## src/rtl/sr_latch_pulse_driver_if.sv

```systemverilog
// Request/drive bundle between control logic, the pulse driver and the NAND SR latch.
interface sr_latch_pulse_driver_if;
    logic set_req;
    logic clr_req;
    logic ready;
    logic s_n;
    logic r_n;
    logic q_model;
    logic err_both;

    modport master (
        output set_req,
        output clr_req,
        input  ready,
        input  s_n,
        input  r_n,
        input  q_model,
        input  err_both
    );

    modport slave (
        input  set_req,
        input  clr_req,
        output ready,
        output s_n,
        output r_n,
        output q_model,
        output err_both
    );
endinterface

```

## src/rtl/sr_latch_pulse_driver.sv

```systemverilog
// Issues timed active-low set/reset pulses to a cross-coupled NAND SR latch.
// Each pulse is followed by a guard gap with both inputs high. s_n and r_n
// are never low together. The block tracks the expected latch state and
// flags conflicting set/clear requests.
module sr_latch_pulse_driver #(
    parameter int unsigned PULSE_W = 4,
    parameter int unsigned GAP_W   = 2
) (
    input  logic                     clk,
    input  logic                     rst_n,
    sr_latch_pulse_driver_if.slave   drv
);

    typedef enum logic [1:0] {
        IDLE  = 2'd0,
        PULSE = 2'd1,
        GAP   = 2'd2
    } state_t;

    localparam logic [7:0] LP_PULSE_LD = 8'(PULSE_W - 1);
    localparam logic [7:0] LP_GAP_LD   = 8'(GAP_W - 1);

    state_t     r_state;
    state_t     w_state_nxt;
    logic [7:0] r_cnt;
    logic [7:0] w_cnt_nxt;
    logic       r_s_n;
    logic       w_s_n_nxt;
    logic       r_r_n;
    logic       w_r_n_nxt;
    logic       r_q_model;
    logic       w_q_model_nxt;
    logic       r_err_both;
    logic       w_err_both_nxt;

    // Next-state and next-output logic; only one latch input is ever pulled low.
    always_comb begin
        w_state_nxt    = r_state;
        w_cnt_nxt      = r_cnt;
        w_s_n_nxt      = r_s_n;
        w_r_n_nxt      = r_r_n;
        w_q_model_nxt  = r_q_model;
        w_err_both_nxt = 1'b0;

        case (r_state)
            IDLE: begin
                if (drv.set_req && !drv.clr_req) begin
                    w_state_nxt   = PULSE;
                    w_s_n_nxt     = 1'b0;
                    w_r_n_nxt     = 1'b1;
                    w_q_model_nxt = 1'b1;
                    w_cnt_nxt     = LP_PULSE_LD;
                end else if (drv.clr_req && !drv.set_req) begin
                    w_state_nxt   = PULSE;
                    w_s_n_nxt     = 1'b1;
                    w_r_n_nxt     = 1'b0;
                    w_q_model_nxt = 1'b0;
                    w_cnt_nxt     = LP_PULSE_LD;
                end else if (drv.set_req && drv.clr_req) begin
                    w_err_both_nxt = 1'b1;
                end
            end

            PULSE: begin
                if (r_cnt == 8'd0) begin
                    w_state_nxt = GAP;
                    w_s_n_nxt   = 1'b1;
                    w_r_n_nxt   = 1'b1;
                    w_cnt_nxt   = LP_GAP_LD;
                end else begin
                    w_cnt_nxt = r_cnt - 8'd1;
                end
            end

            GAP: begin
                w_s_n_nxt = 1'b1;
                w_r_n_nxt = 1'b1;
                if (r_cnt == 8'd0) begin
                    w_state_nxt = IDLE;
                end else begin
                    w_cnt_nxt = r_cnt - 8'd1;
                end
            end

            default: begin
                w_state_nxt = IDLE;
                w_s_n_nxt   = 1'b1;
                w_r_n_nxt   = 1'b1;
                w_cnt_nxt   = '0;
            end
        endcase
    end

    // State and output registers; reset releases the latch inputs immediately.
    always_ff @(posedge clk or negedge rst_n) begin
        if (!rst_n) begin
            r_state    <= IDLE;
            r_cnt      <= '0;
            r_s_n      <= 1'b1;
            r_r_n      <= 1'b1;
            r_q_model  <= 1'b0;
            r_err_both <= 1'b0;
        end else begin
            r_state    <= w_state_nxt;
            r_cnt      <= w_cnt_nxt;
            r_s_n      <= w_s_n_nxt;
            r_r_n      <= w_r_n_nxt;
            r_q_model  <= w_q_model_nxt;
            r_err_both <= w_err_both_nxt;
        end
    end

    assign drv.ready    = (r_state == IDLE);
    assign drv.s_n      = r_s_n;
    assign drv.r_n      = r_r_n;
    assign drv.q_model  = r_q_model;
    assign drv.err_both = r_err_both;

endmodule
```

## src/flat_wrapper.sv

```systemverilog
// flat-port wrapper written by rule: the top's interface ports become plain ports
module sr_latch_pulse_driver_flat 
#(
    parameter int unsigned PULSE_W = 4,
    parameter int unsigned GAP_W   = 2
)
  (clk, rst_n, drv_set_req, drv_clr_req, drv_ready, drv_s_n, drv_r_n, drv_q_model, drv_err_both);
  sr_latch_pulse_driver_if drv_i ();
  input  logic clk;
  input  logic rst_n;
  input wire logic [$bits(drv_i.set_req)-1:0] drv_set_req;
  input wire logic [$bits(drv_i.clr_req)-1:0] drv_clr_req;
  output wire logic [$bits(drv_i.ready)-1:0] drv_ready;
  output wire logic [$bits(drv_i.s_n)-1:0] drv_s_n;
  output wire logic [$bits(drv_i.r_n)-1:0] drv_r_n;
  output wire logic [$bits(drv_i.q_model)-1:0] drv_q_model;
  output wire logic [$bits(drv_i.err_both)-1:0] drv_err_both;
  assign drv_i.set_req = drv_set_req;
  assign drv_i.clr_req = drv_clr_req;
  assign drv_ready = drv_i.ready;
  assign drv_s_n = drv_i.s_n;
  assign drv_r_n = drv_i.r_n;
  assign drv_q_model = drv_i.q_model;
  assign drv_err_both = drv_i.err_both;
  sr_latch_pulse_driver #(.PULSE_W(PULSE_W), .GAP_W(GAP_W)) u_core (.clk(clk), .rst_n(rst_n), .drv(drv_i));
endmodule
```

## config.mk

```make
export PLATFORM = sky130hd
export DESIGN_NAME = sr_latch_pulse_driver_flat
export DESIGN_NICKNAME = d
export VERILOG_FILES = /design/src/rtl/sr_latch_pulse_driver_if.sv /design/src/rtl/sr_latch_pulse_driver.sv /design/src/flat_wrapper.sv
export SDC_FILE = /design/constraint.sdc
export NUM_CORES = 1
export LEC_CHECK = 0
export CORE_MARGIN = 2
export CORE_UTILIZATION = 40
export CTS_CLUSTER_SIZE = 14
export DETAILED_ROUTE_END_ITERATION = 10
export PLACE_DENSITY = 0.7
export SETUP_SLACK_MARGIN = 0.15
export SLEW_MARGIN = 20
export SYNTH_ARGS = -nofsm -noshare
export SYNTH_HDL_FRONTEND = slang
export SYNTH_SLANG_ARGS = --single-unit
export TNS_END_PERCENT = 100
```

## constraint.sdc

```tcl
create_clock -name clk -period 3.9 [get_ports clk]
set_input_delay 0.39 -clock clk [delete_from_list [all_inputs] [get_ports clk]]
set_output_delay 0.39 -clock clk [all_outputs]
set_load 0.005 [all_outputs]
```

==> impl.org <==
** Timing
- The number of pins exceeding their max-slew limit in the final report came to 0.
- Setup clock skew after layout :: 5.32 ps
- Final hold violations :: 0
- For this run, the top clock speed supported by timing is 454 MHz.
- For the final routed database, the setup TNS stands at 0 ps.
- Hold is met by 482 ps.
- Headroom to the max-slew limit came out at 0.540.
- Of the available clock period, the critical path in the final layout requires 0.565.
- For the pin with the worst max-slew slack, the measured transition is 680 ps.
- Counting I/O delays and the setup requirement, the final critical path takes 2200 ps.
- Finish-stage setup viols :: 0
- Setup repair after global routing left no endpoint under its margin.

** Finish
- Relative to the synthesized area, the layout overhead comes to 14.0%.
- Antenna Cells :: 0
- Ratio of cells with drive above 1 in the final layout :: 0.103
- The top cell types in the final layout, fill and taps aside, are 12 x dfrtp_1, 8 x nor2_1, 8 x clkdlybuf4s50_1.
- Net count of the finished layout :: 107
- The library cell used most frequently in the layout, excluding fill and tap cells, is dfrtp_1.

** Clock network
- Clock-pin slew was measured on the worst setup and hold paths at 90 ps.
- Max Root-Sink Buffers :: 2
- Clock latency on the worst-skew pair, taken at its later pin, is 290 ps.
- Buffers inserted to repair hold after CTS numbered 0.
- TritonCTS built the clock tree.
- After clock tree synthesis, the repair step resized 0 gates.
- Total clock buffers created by CTS :: 3
- Buffers added to address setup during post-CTS repair amount to 0.
- Total clock sinks :: 14
- Clock tree root driver cell :: clkbuf_4
- Htree depth :: 1

** Drt
- DRC violation total after the first TritonRoute iteration :: 13
- Using the TritonRoute via totals, the vias-per-cell ratio works out to 5.77.
- Detailed-route DRC error count :: 0
- Detailed-route wire length per cell :: 14.4 µm
- Remaining antenna violation count after routing :: 0
- For this run, the detailed router's first-pass iteration total came to 4.
- Wire length reported by the detailed router :: 1780 µm
- The routed layout has 716 vias.

** Setup path
- The worst setup path is captured at a flop.
- STA classifies the critical path startpoint as a primary input.
- The critical path is of the primary input to flop type.
- Cell type group with the largest total delay on the critical path :: compound AO/OA/AOI/OAI gates
- Data arrives at the worst endpoint at 2370 ps.
- Data required time at the worst endpoint :: 4070 ps
- On the worst path, the slowest cell contributes a delay of 700 ps.
- Sum of buffers and inverters on the critical path :: 2
- Slowest stage cell on the critical path :: o41ai_1
- The signal on the critical path passes through clkdlybuf4s50_1, inv_1, ha_1, o41ai_1, a41oi_1, or4b_1, a21oi_1.
- Along the worst path, the maximum fanout reaches 6.

** Synth
- Cell area after technology mapping :: 865 µm²
- The average instance in the mapped netlist occupies 9.82 µm².
- Counting every net in the synthesized netlist gives 97.
- In the synthesized netlist, the number of instances is 88.
- Synth cell types :: 35
- Share of synthesized area occupied by flip-flops and latches :: 0.408
- Largest area contributor in the netlist :: dfrtp_1
- FF+latch count, synth :: 14
- Sorting the synthesized cells by area gives the leading types as dfrtp_1 35%, ha_1 7.2%, dfstp_2 6.1%.
- Of the post-synthesis cell area, the dominant cell type holds 0.347.
- The Yosys step of the flow raised 0 warnings.

** Die
- Vertical die dimension :: 50.5 µm
- The core region is 2000 µm².
- The floorplan has 16 rows.
- Initial cell density of the core :: 0.432
- DIE WIDTH :: 50.5 µm
- Die footprint :: 2550 µm²
- Pin placement for this block handled 9 I/O pins.

** GRT
- Number of antenna violations at the first check in global routing :: 0
- Entering global routing, the biggest net connects 17 pins.
- After global routing the overflow that remains totals 0.
- The number of global-route vias before repair is 667.
- The first global-routing pass estimated 3160 µm of wire.
- Overall track demand over capacity in global routing :: 0.169

** Power
- Summed over all cells, the static leakage comes to 0.409 nW.
- Power spread over the standard cell area amounts to 761 nW/µm².
- The completed layout was analyzed and its total power is 0.000750 W.
- Worst ir drop on vdd :: 0.318 mV

** Placement
- DP Wirelength :: 1300 µm
- Routability-driven placement finished with a final weighted congestion of 0.884.
- In this run the tool buffered the top-level ports with 8 buffer cells.

** Outcome
- Status :: finished, final reports clean

** Flow run
- Max-capacitance violation count :: 0

** Hold path
- The min-delay analysis places its worst path in the category primary input to async pin.
stage by stage:
step	cells	setup slack (ps)	area [µm²]	utilization
3_5_place_dp	120	1380	960	0.479
2_1_floorplan	88	2170	865	-
3_3_place_gp	120	1410	960	0.479
6_report	124	1700	986	0.493
4_1_cts	124	1700	986	0.493
5_1_grt	124	1560	986	0.493
worst paths after layout:
path                                           startpoint                              to  slack (ps)  cells past startpoint
setup / recovery                              drv_set_req     u_core.r_cnt[4]$_DFFE_PN0P_        1700                      7
hold / removal                                      rst_n     u_core.r_cnt[4]$_DFFE_PN0P_         480                      1
setup reg to reg              u_core.r_cnt[0]$_DFFE_PN0P_     u_core.r_cnt[6]$_DFFE_PN0P_        1950                      6
hold reg to reg            u_core.drv.q_model$_DFFE_PN0P_  u_core.drv.q_model$_DFFE_PN0P_         510                      1
max in group asynchronous                           rst_n     u_core.r_cnt[1]$_DFFE_PN0P_        3010                      1
min in group clk           u_core.drv.q_model$_DFFE_PN0P_  u_core.drv.q_model$_DFFE_PN0P_         510                      1
registers in the layout, summed over array words and instances (netlist names):
name and cells:
u_core.drv.err_both 1, u_core.drv.q_model 1, u_core.drv.r_n 1, u_core.drv.s_n 1, u_core.r_cnt 8, u_core.r_state 2
Yosys cell counts (all sizes together):
library cell,number
dfrtp,12
or4,3
ha,5
nand3,2
o31ai,3
or4b,2
mux2i,1
nor4b,1
and2,2
or3,1
a21oi,5
inv,5
nor3b,1
mux2,1
a221oi,1
o22ai,2
a211oi,2
o32ai,2
o21ai,4
o21bai,2
dfstp,2
a41oi,1
nor3,5
or2,1
o41ai,2
clkbuf,2
nand2,1
xnor2,2
nand2b,4
buf,1
nor2,9
nor2b,1
power by group:
part	internal (W)	switching, W
combinational	0.000180	0.000199
clock	0.0000398	0.0000506
sequential	0.000207	0.0000747
cells by family after synthesis:
family | count (synthesis) | share of synthesized area
adder cells (fa/ha/maj) | 5 | 0.0724
AO/OA/AOI/OAI | 24 | 0.188
XOR/XNOR | 2 | 0.0203
buffers and inverters | 8 | 0.0434
AND/OR/NAND/NOR | 33 | 0.243
flip-flops | 14 | 0.408
multiplexers | 2 | 0.0246
worst reg2reg max path, cell delays in order (launching register included):
cell	delay [ps]
dfrtp_1	390
inv_1	150
ha_1	190
nor4b_1	470
a211oi_1	220
nor2_1	280
o21ai_0	140
layout make-up:
| cell class | count | area (µm²) |
|---|---|---|
| Inverter | 5 | 18.8 |
| Tap cell | 27 | 33.8 |
| Multi-Input combinational cell | 66 | 474 |
| Sequential cell | 14 | 353 |
| Fill cell | 196 | 1020 |
| Clock buffer | 4 | 26.3 |
| Timing Repair Buffer | 8 | 80.1 |
per-layer routing:
layer / GRT usage / routed length, µm / vias up / share of wire
met5: 0 / 0 / - / 0
met4: 0.104 / 46 / 0 / 0.026
met2: 0.243 / 828 / 15 / 0.46
met1: 0.229 / 840 / 349 / 0.47
li1: - / - / 347 / -
met3: 0.0387 / 65 / 5 / 0.036
(Power assumes the default switching activity.)
